===== config.mk =====
export PLATFORM = sky130hd
export DESIGN_NAME = hazard_ctrl_flat
export DESIGN_NICKNAME = d
export VERILOG_FILES = /design/src/rtl/hazard_ctrl_if.sv /design/src/rtl/hazard_ctrl.sv /design/src/flat_wrapper.sv
export SDC_FILE = /design/constraint.sdc
export NUM_CORES = 1
export LEC_CHECK = 0
export CORE_MARGIN = 3
export CORE_UTILIZATION = 43
export CTS_CLUSTER_DIAMETER = 150
export DETAILED_ROUTE_END_ITERATION = 8
export PLACE_DENSITY = 0.95
export RECOVER_POWER = 100
export SLEW_MARGIN = 20
export SYNTH_ARGS = -nofsm -noshare
export SYNTH_HDL_FRONTEND = slang
export SYNTH_SLANG_ARGS = --single-unit
export TNS_END_PERCENT = 1

===== constraint.sdc =====
create_clock -name clock -period 8.1 [get_ports clock]
set_input_delay 2.43 -clock clock [delete_from_list [all_inputs] [get_ports clock]]
set_output_delay 2.43 -clock clock [all_outputs]
set_load 0.1 [all_outputs]

===== src/rtl/hazard_ctrl_if.sv =====
// rtl/hazard_ctrl_if.sv - pipeline-side signal bundle for the hazard controller
interface hazard_ctrl_if #(
  parameter int CNT_W = 16
);
  logic [31:0]      fd_instruction;
  logic [31:0]      de_instruction;
  logic             branch_taken;
  logic             multdiv_ready;
  logic             stall_pc;
  logic             stall_fd;
  logic             stall_de;
  logic             bubble_de;
  logic             bubble_em;
  logic             flush;
  logic             md_start;
  logic             md_error;
  logic [CNT_W-1:0] stall_count;

  modport master (
    output fd_instruction, de_instruction, branch_taken, multdiv_ready,
    input  stall_pc, stall_fd, stall_de, bubble_de, bubble_em, flush,
           md_start, md_error, stall_count
  );

  modport slave (
    input  fd_instruction, de_instruction, branch_taken, multdiv_ready,
    output stall_pc, stall_fd, stall_de, bubble_de, bubble_em, flush,
           md_start, md_error, stall_count
  );
endinterface


===== src/rtl/hazard_ctrl.sv =====
// rtl/hazard_ctrl.sv - load-use stall, multdiv sequencing and flush control
module hazard_ctrl #(
  parameter int MD_TIMEOUT = 40,
  parameter int CNT_W      = 16
) (
  input logic          clock,
  input logic          reset,
  hazard_ctrl_if.slave bus
);
  localparam int TMR_W = $clog2(MD_TIMEOUT + 1);
  localparam logic [TMR_W-1:0] TMR_LAST = TMR_W'(MD_TIMEOUT - 1);

  typedef enum logic [1:0] {IDLE, MD_WAIT, MD_DONE} state_t;

  state_t           state_q, state_d;
  logic [TMR_W-1:0] timer_q, timer_d;
  logic [CNT_W-1:0] stall_count_q, stall_count_d;
  logic             md_error_q, md_error_d;

  logic [4:0] fd_op, fd_rd, fd_rs, fd_rt;
  logic [4:0] de_op, de_rd, de_aluop;
  logic [4:0] src_a, src_b;
  logic       use_a, use_b;
  logic       load_use, md_op;
  logic       hold_md, stall_lu, branch;

  always_comb begin
    fd_op    = bus.fd_instruction[31:27];
    fd_rd    = bus.fd_instruction[26:22];
    fd_rs    = bus.fd_instruction[21:17];
    fd_rt    = bus.fd_instruction[16:12];
    de_op    = bus.de_instruction[31:27];
    de_rd    = bus.de_instruction[26:22];
    de_aluop = bus.de_instruction[6:2];
    src_a    = fd_rs;
    src_b    = fd_rt;
    use_a    = 1'b0;
    use_b    = 1'b0;
    case (fd_op)
      5'b00000: begin use_a = 1'b1; use_b = 1'b1; end
      5'b00111, 5'b00010, 5'b00110: begin
        src_a = fd_rd; src_b = fd_rs; use_a = 1'b1; use_b = 1'b1;
      end
      5'b00100: begin src_a = fd_rd; use_a = 1'b1; end
      5'b00101, 5'b01000: use_a = 1'b1;
      5'b10110: begin src_a = 5'd30; use_a = 1'b1; end
      default: ;
    endcase
    load_use = (de_op == 5'b01000) && (de_rd != 5'd0) &&
               ((use_a && (src_a == de_rd)) || (use_b && (src_b == de_rd)));
    md_op    = (de_op == 5'b00000) && ((de_aluop == 5'b00110) || (de_aluop == 5'b00111));
  end

  always_comb begin
    state_d    = state_q;
    timer_d    = timer_q;
    md_error_d = md_error_q;
    hold_md    = 1'b0;
    stall_lu   = 1'b0;
    branch     = bus.branch_taken;
    bus.md_start = 1'b0;
    case (state_q)
      IDLE: begin
        timer_d = '0;
        if (md_op && !branch) begin
          // The start cycle is itself a stall so the op stays parked in D/X.
          state_d      = MD_WAIT;
          bus.md_start = 1'b1;
          hold_md      = 1'b1;
        end else if (load_use && !branch) begin
          stall_lu = 1'b1;
        end
      end
      MD_WAIT: begin
        hold_md = !branch;
        if (bus.multdiv_ready) begin
          state_d = MD_DONE;
          timer_d = '0;
        end else if (timer_q == TMR_LAST) begin
          state_d    = MD_DONE;
          timer_d    = '0;
          md_error_d = 1'b1;
        end else begin
          timer_d = timer_q + 1'b1;
        end
      end
      MD_DONE: state_d = IDLE;
      default: state_d = IDLE;
    endcase
    bus.flush     = branch;
    bus.stall_pc  = hold_md || stall_lu;
    bus.stall_fd  = hold_md || stall_lu;
    bus.stall_de  = hold_md;
    bus.bubble_em = hold_md;
    bus.bubble_de = stall_lu;
    stall_count_d = stall_count_q;
    if (bus.stall_pc && (stall_count_q != {CNT_W{1'b1}})) begin
      stall_count_d = stall_count_q + 1'b1;
    end
  end

  always_ff @(posedge clock) begin
    if (reset) begin
      state_q       <= IDLE;
      timer_q       <= '0;
      stall_count_q <= '0;
      md_error_q    <= 1'b0;
    end else begin
      state_q       <= state_d;
      timer_q       <= timer_d;
      stall_count_q <= stall_count_d;
      md_error_q    <= md_error_d;
    end
  end

  assign bus.md_error    = md_error_q;
  assign bus.stall_count = stall_count_q;
endmodule

===== src/flat_wrapper.sv =====
// flat-port wrapper written by rule: the top's interface ports become plain ports
module hazard_ctrl_flat 
#(
  parameter int MD_TIMEOUT = 40,
  parameter int CNT_W      = 16
)
  (clock, reset, bus_fd_instruction, bus_de_instruction, bus_branch_taken, bus_multdiv_ready, bus_stall_pc, bus_stall_fd, bus_stall_de, bus_bubble_de, bus_bubble_em, bus_flush, bus_md_start, bus_md_error, bus_stall_count);
  hazard_ctrl_if #(.CNT_W(CNT_W)) bus_i ();
  input logic clock;
  input logic reset;
  input wire logic [$bits(bus_i.fd_instruction)-1:0] bus_fd_instruction;
  input wire logic [$bits(bus_i.de_instruction)-1:0] bus_de_instruction;
  input wire logic [$bits(bus_i.branch_taken)-1:0] bus_branch_taken;
  input wire logic [$bits(bus_i.multdiv_ready)-1:0] bus_multdiv_ready;
  output wire logic [$bits(bus_i.stall_pc)-1:0] bus_stall_pc;
  output wire logic [$bits(bus_i.stall_fd)-1:0] bus_stall_fd;
  output wire logic [$bits(bus_i.stall_de)-1:0] bus_stall_de;
  output wire logic [$bits(bus_i.bubble_de)-1:0] bus_bubble_de;
  output wire logic [$bits(bus_i.bubble_em)-1:0] bus_bubble_em;
  output wire logic [$bits(bus_i.flush)-1:0] bus_flush;
  output wire logic [$bits(bus_i.md_start)-1:0] bus_md_start;
  output wire logic [$bits(bus_i.md_error)-1:0] bus_md_error;
  output wire logic [$bits(bus_i.stall_count)-1:0] bus_stall_count;
  assign bus_i.fd_instruction = bus_fd_instruction;
  assign bus_i.de_instruction = bus_de_instruction;
  assign bus_i.branch_taken = bus_branch_taken;
  assign bus_i.multdiv_ready = bus_multdiv_ready;
  assign bus_stall_pc = bus_i.stall_pc;
  assign bus_stall_fd = bus_i.stall_fd;
  assign bus_stall_de = bus_i.stall_de;
  assign bus_bubble_de = bus_i.bubble_de;
  assign bus_bubble_em = bus_i.bubble_em;
  assign bus_flush = bus_i.flush;
  assign bus_md_start = bus_i.md_start;
  assign bus_md_error = bus_i.md_error;
  assign bus_stall_count = bus_i.stall_count;
  hazard_ctrl #(.MD_TIMEOUT(MD_TIMEOUT), .CNT_W(CNT_W)) u_core (.clock(clock), .reset(reset), .bus(bus_i));
endmodule

==> flow_metrics.env, run 1 <==
export IMPL_total_power_mw=0.245
export IMPL_worstSkewPairLatency_ns=0.27
export IMPL_cts_root_buf="clkbuf_8"
export IMPL_grt_max_degree=29
export IMPL_n_fill_cell=342
export IMPL_cp_start_kind="input port"
export IMPL_drv_cap=0
export IMPL_rows=23
export IMPL_die_h_um=71.1
export IMPL_cp_data_required_time_ns=5.67
export IMPL_totalWireLength_mm=4.94
export IMPL_crit_type="in -> out"
export IMPL_ir_worst_vdd_uv=65.6
export IMPL_tightestPinTransition_ns=1.33
export IMPL_timing_hold_ws_ns=0.496
export IMPL_grt_ovfl_total=0
export IMPL_worst_r2r_path_depth=8
export IMPL_die_area_um2=5050
export IMPL_powerDensity_nw_per_um2=99.0
export IMPL_finalSetupViolCount=0
export IMPL_crit_slowest_cell="dlygate4sd3_1"
export IMPL_crit_chain="dlygate4sd3_1, or3b_1, or2_0, mux2i_1, a221o_1, or3_1, o31a_1, nor2_4, or2_2, buf_12"
export IMPL_viasPerCell=5.96
export IMPL_synthXorXnorAreaFrac=0.00962
export IMPL_h_tree_depth=1
export IMPL_synth_seq_cells=25
export IMPL_synth_compound_area_frac=0.276
export IMPL_fin_ws_ns=0.280
export IMPL_route_detailed_drc=0
export IMPL_ioPinCount=92
export IMPL_synth_top_area_cell="dfxtp_1"
export IMPL_synthToLayoutAreaGrowth_pct=35.6
export IMPL_p_leak_nw=0.922
export IMPL_synth_edf_count=0
export IMPL_layout_common_cells="clkdlybuf4s50_1, dfxtp_1, dlygate4sd3_1"
export IMPL_synthSimpleGateAreaFrac=0.324
export IMPL_die_w_um=71.1
export IMPL_io_buffer_count=61
export IMPL_syn_area_um2=1820
export IMPL_place_ws_ns=0.420
export IMPL_dp_hpwl_mm=3.67
export IMPL_regArea_um2=500
export IMPL_wire_per_inst_um=14.7
export IMPL_cts_setup_buffers=0
export IMPL_yosys_warnings=0
export IMPL_num_vias=1998
export IMPL_clk_path_buf_depth=2
export IMPL_crit_path_max_incr_delay_ns=0.66
export IMPL_multiInputGateArea_um2=1190
export IMPL_drive_gt1_frac=0.0807
export IMPL_path_clk_slew_ns=0.08
export IMPL_ctsResizeCount=0
export IMPL_antenna_found_initial=0
export IMPL_start_util=0.449
export IMPL_path_max_fanout=7
export IMPL_async_flop_share=0
export IMPL_cts_tree="built"
export IMPL_synth_top_area_frac=0.275
export IMPL_slew_viol_final=0
export IMPL_yosysSeqAreaShare=0.275
export IMPL_dp_cells=331
export IMPL_crit_arrival_ns=5.39
export IMPL_finalSetupTns_ns=0
export IMPL_grt_pass1_wl_mm=8.08
export IMPL_synthFlopType="dfxtp_1"
export IMPL_synth_distinct_cells=64
export IMPL_grt_pass1_vias=1824
export IMPL_fin_nets=356
export IMPL_synthesis_nets=302
export IMPL_antenna_left=0
export IMPL_cts_buffers=3
export IMPL_rsz0062_at_grt="false"
export IMPL_slew_headroom=0.111
export IMPL_yosys_top_cells_area="dfxtp_1, a21oi_1, o31ai_1, or4_1, nor2_1"
export IMPL_instances_no_fill=335
export IMPL_postSynthAreaPerCell_um2=7.85
export IMPL_synth_top_family_by_area="simple AND/OR/NAND/NOR gates"
export IMPL_track_usage=0.188
export IMPL_status="finished clean"
export IMPL_period_share=0.965
export IMPL_period_needed_ns=7.82
export IMPL_antenna_cells=0
export IMPL_hold_path_class="reg -> reg"
export IMPL_finClkSkew_ns=0.00195
export IMPL_muxShareOfSynthArea=0.0350
export IMPL_final_common_cell="clkdlybuf4s50_1"
export IMPL_hold_depth=2
export IMPL_dr_pass1_iters=5
export IMPL_end_kind="output pin"
export IMPL_first_iter_violations=186
export IMPL_core_um2=4060
export IMPL_synth_cells=232
export IMPL_holdBufCountCts=0
export IMPL_fmax_mhz=128
export IMPL_routabilityCongestion=0.905
export IMPL_synthAdderAreaFrac=0.0137
export IMPL_clock_sinks=25
export IMPL_final_hold_viol_count=0
-- metrics by stage --
step	cell area (um2)	utilization
2_1_floorplan	1830	-
4_1_cts	2490	0.615
3_3_place_gp	2450	0.603
6_report	2470	0.609
5_1_grt	2470	0.609
3_5_place_dp	2450	0.603
-- cell usage after synthesis, types with 3 or more instances --
master / number
a21oi_1: 19
and2_1: 4
buf_4: 3
buf_6: 3
clkbuf_1: 5
dfxtp_1: 25
inv_1: 10
mux2_2: 3
mux2i_1: 3
nand2_1: 12
nand2b_1: 4
nand3_1: 7
nand4_1: 4
nor2_1: 19
nor2b_1: 5
nor3_1: 11
o2111ai_1: 3
o21ai_0: 11
o31ai_1: 10
or2_2: 6
or3_1: 5
or4_1: 10
-- state kept, by name (all words and copies together) (netlist names) --
register                cells
u_core.timer_q              6
u_core.state_q              2
u_core.bus.stall_count     16
u_core.bus.md_error         1
-- cell type report --
cell class                      instances  area share
Inverter                               10      0.0152
Clock inverter                          1     0.00203
Tap cell                               50      0.0253
Clock buffer                            3      0.0167
Multi-Input combinational cell        184       0.484
Sequential cell                        25       0.203
Timing Repair Buffer                   62       0.255
-- cells by family after synthesis --
| family | count (synthesis) |
|---|---|
| xor+xnor | 2 |
| simple gates | 103 |
| mux | 6 |
| compound gates | 71 |
| fa+ha+maj | 2 |
| buf+inv | 23 |
| flops | 25 |
-- worst paths after layout --
check,to,slack [ns],start
hold / removal,u_core.bus.md_error,0.50,u_core.bus.md_error
setup reg to reg,u_core.bus.stall_count[8],5.07,u_core.bus.stall_count[4]
setup / recovery,bus_stall_fd,0.28,bus_fd_instruction[28]
hold reg to reg,u_core.bus.md_error,0.50,u_core.bus.md_error
-- metal layers --
layer	track usage	vias to the layer above	wire length, um
li1	-	995	-
met1	0.239	915	2200
met2	0.332	81	2340
met3	0.0227	7	353
met4	0.0564	0	47
met5	0	-	0
-- where the power goes --
| part | total [mW] | internal [mW] | switching (mW) |
|---|---|---|---|
| registers | 0.123 | 0.123 | 0.0000224 |
| clock network | 0.0730 | 0.0344 | 0.0386 |
| logic | 0.0488 | 0.0258 | 0.0230 |
| total | 0.245 | 0.183 | 0.0616 |
-- worst max-delay path, delay by kind of cell --
family / cells / cell delay [ns]
AO/OA/AOI/OAI: 2 / 0.53
multiplexers: 1 / 0.16
AND/OR/NAND/NOR: 5 / 1.41
buffers and inverters: 2 / 0.84
No activity file was read; power rests on OpenSTA's default activity.
==> inputs of run 2 (changes only) <==
--- a/config.mk
+++ b/config.mk
@@ -5,11 +5,11 @@
 export SDC_FILE = /design/constraint.sdc
 export NUM_CORES = 1
 export LEC_CHECK = 0
-export CORE_MARGIN = 3
+export CORE_MARGIN = 4
 export CORE_UTILIZATION = 43
 export CTS_CLUSTER_DIAMETER = 150
 export DETAILED_ROUTE_END_ITERATION = 8
-export PLACE_DENSITY = 0.95
+export PLACE_DENSITY_LB_ADDON = 0.2
 export RECOVER_POWER = 100
 export SLEW_MARGIN = 20
 export SYNTH_ARGS = -nofsm -noshare
==> flow_metrics.env, run 2 (synthesis gave the netlist of run 1 again) <==
export IMPL_cts_root_buf="clkbuf_8"
export IMPL_fmax_mhz=130
export IMPL_layout_common_cells="clkdlybuf4s50_1, dfxtp_1, dlygate4sd3_1"
export IMPL_clk_path_buf_depth=2
export IMPL_antenna_cells=0
export IMPL_combPwrFrac=0.198
export IMPL_drive_gt1_frac=0.0874
export IMPL_viasPerCell=5.84
export IMPL_hold_depth=2
export IMPL_die_area_um2=5340
export IMPL_ioPinCount=92
export IMPL_path_clk_slew_ns=0.09
export IMPL_tightestPinTransition_ns=1.27
export IMPL_drv_cap=0
export IMPL_h_tree_depth=1
export IMPL_crit_type="in -> out"
export IMPL_end_kind="output pin"
export IMPL_first_iter_violations=165
export IMPL_cp_start_kind="input port"
export IMPL_switching_share=0.264
export IMPL_worstSkewPairLatency_ns=0.28
export IMPL_routabilityCongestion=0.861
export IMPL_finClkSkew_ns=0.00548
export IMPL_period_needed_ns=7.70
export IMPL_antenna_left=0
export IMPL_num_vias=1962
export IMPL_finalSetupViolCount=0
export IMPL_finalSetupTns_ns=0
export IMPL_holdBufCountCts=0
export IMPL_ir_worst_vdd_uv=82.9
export IMPL_core_um2=4060
export IMPL_ctsResizeCount=0
export IMPL_synthToLayoutAreaGrowth_pct=36.3
export IMPL_place_ws_ns=0.408
export IMPL_design_area_um2=2480
export IMPL_cp_data_required_time_ns=5.67
export IMPL_route_detailed_drc=0
export IMPL_antenna_found_initial=0
export IMPL_grt_pass1_vias=1844
export IMPL_track_usage=0.190
export IMPL_dr_pass1_iters=4
export IMPL_crit_arrival_ns=5.27
export IMPL_grt_pass1_wl_mm=8.18
export IMPL_cts_tree="built"
export IMPL_slew_viol_final=0
export IMPL_grt_max_degree=29
export IMPL_rows=23
export IMPL_wire_per_inst_um=14.4
export IMPL_final_hold_viol_count=0
export IMPL_rsz0062_at_grt="false"
export IMPL_p_seq_frac=0.491
export IMPL_period_share=0.950
export IMPL_path_max_fanout=7
export IMPL_final_common_cell="clkdlybuf4s50_1"
export IMPL_hold_path_class="reg -> reg"
export IMPL_totalWireLength_mm=4.85
export IMPL_fin_ws_ns=0.403
export IMPL_p_sw_mw=0.0659
export IMPL_dp_hpwl_mm=3.70
export IMPL_powerDensity_nw_per_um2=101
export IMPL_cts_setup_buffers=0
export IMPL_largest_reg_flops=16
export IMPL_status="finished clean"
export IMPL_clock_sinks=25
export IMPL_fin_nets=357
export IMPL_cts_buffers=3
export IMPL_internal_power_mw=0.184
export IMPL_p_leak_nw=0.924
export IMPL_die_w_um=73.1
export IMPL_io_buffer_count=61
export IMPL_start_util=0.449
export IMPL_worst_r2r_path_depth=8
export IMPL_slew_headroom=0.149
export IMPL_grt_ovfl_total=0
export IMPL_place_area_um2=2460
export IMPL_clock_power_share=0.311
export IMPL_die_h_um=73.1
## run 2: cell count changes in the layout (fill, tap and decap cells not counted)
cell        delta
clkinvlp_4     +1
buf_4          +1
or3b_1         -1
or2_0          -1
clkinv_2       -1
or3b_4         +1
or2_1          +1
## run 2: per-layer routing
metal  wire length, um  GRT usage  part of all wire  vias to the layer above
met5                 0          0                 0                        -
met4                82     0.0676             0.017                        0
met3               385     0.0386             0.079                        7
met2              2070      0.294              0.43                       67
met1              2310      0.261              0.48                      893
li1                  -          -                 -                      995
## run 2: final timing paths
check	slack [ns]	startpoint	end
worst max-delay path	0.40	bus_fd_instruction[28]	bus_stall_pc
worst min-delay path	0.47	u_core.bus.md_error	u_core.bus.md_error
worst max register to register	5.12	u_core.bus.stall_count[4]	u_core.bus.stall_count[10]
worst min register to register	0.47	u_core.bus.md_error	u_core.bus.md_error
## run 2: power groups by stage
stage	registers (mW)	logic, mW	clock network [mW]
after floorplan	0.126	0.0242	0
after global placement	0.126	0.0494	0
after detailed placement	0.126	0.0496	0
after CTS	0.123	0.0499	0.0804
after global routing	0.123	0.0541	0.0850
final	0.123	0.0495	0.0777
## run 2: through the flow
step	hold WS (ns)	cells	util	power [mW]
4_1_cts	0.485	336	0.617	0.253
3_3_place_gp	0.450	332	0.605	0.175
6_report	0.472	336	0.612	0.250
2_1_floorplan	0.453	232	-	0.150
3_5_place_dp	0.467	332	0.605	0.175
5_1_grt	0.505	336	0.612	0.262
## run 2: final cells by class
cell class,count,area [um2]
Sequential cell,25,500
Clock inverter,1,7.51
Tap cell,50,62.6
Inverter,10,37.5
Timing Repair Buffer,63,637
Clock buffer,3,41.3
Fill cell,400,1570
Multi-Input combinational cell,184,1200
## run 2: worst max-delay path, stage by stage
cell             delay [ns]
clkdlybuf4s50_1        0.59
or3b_4                 0.43
or2_1                  0.31
mux2i_1                0.15
a221o_1                0.39
or3_1                  0.31
o31a_1                 0.13
nor2_4                 0.14
or2_2                  0.19
buf_12                 0.18
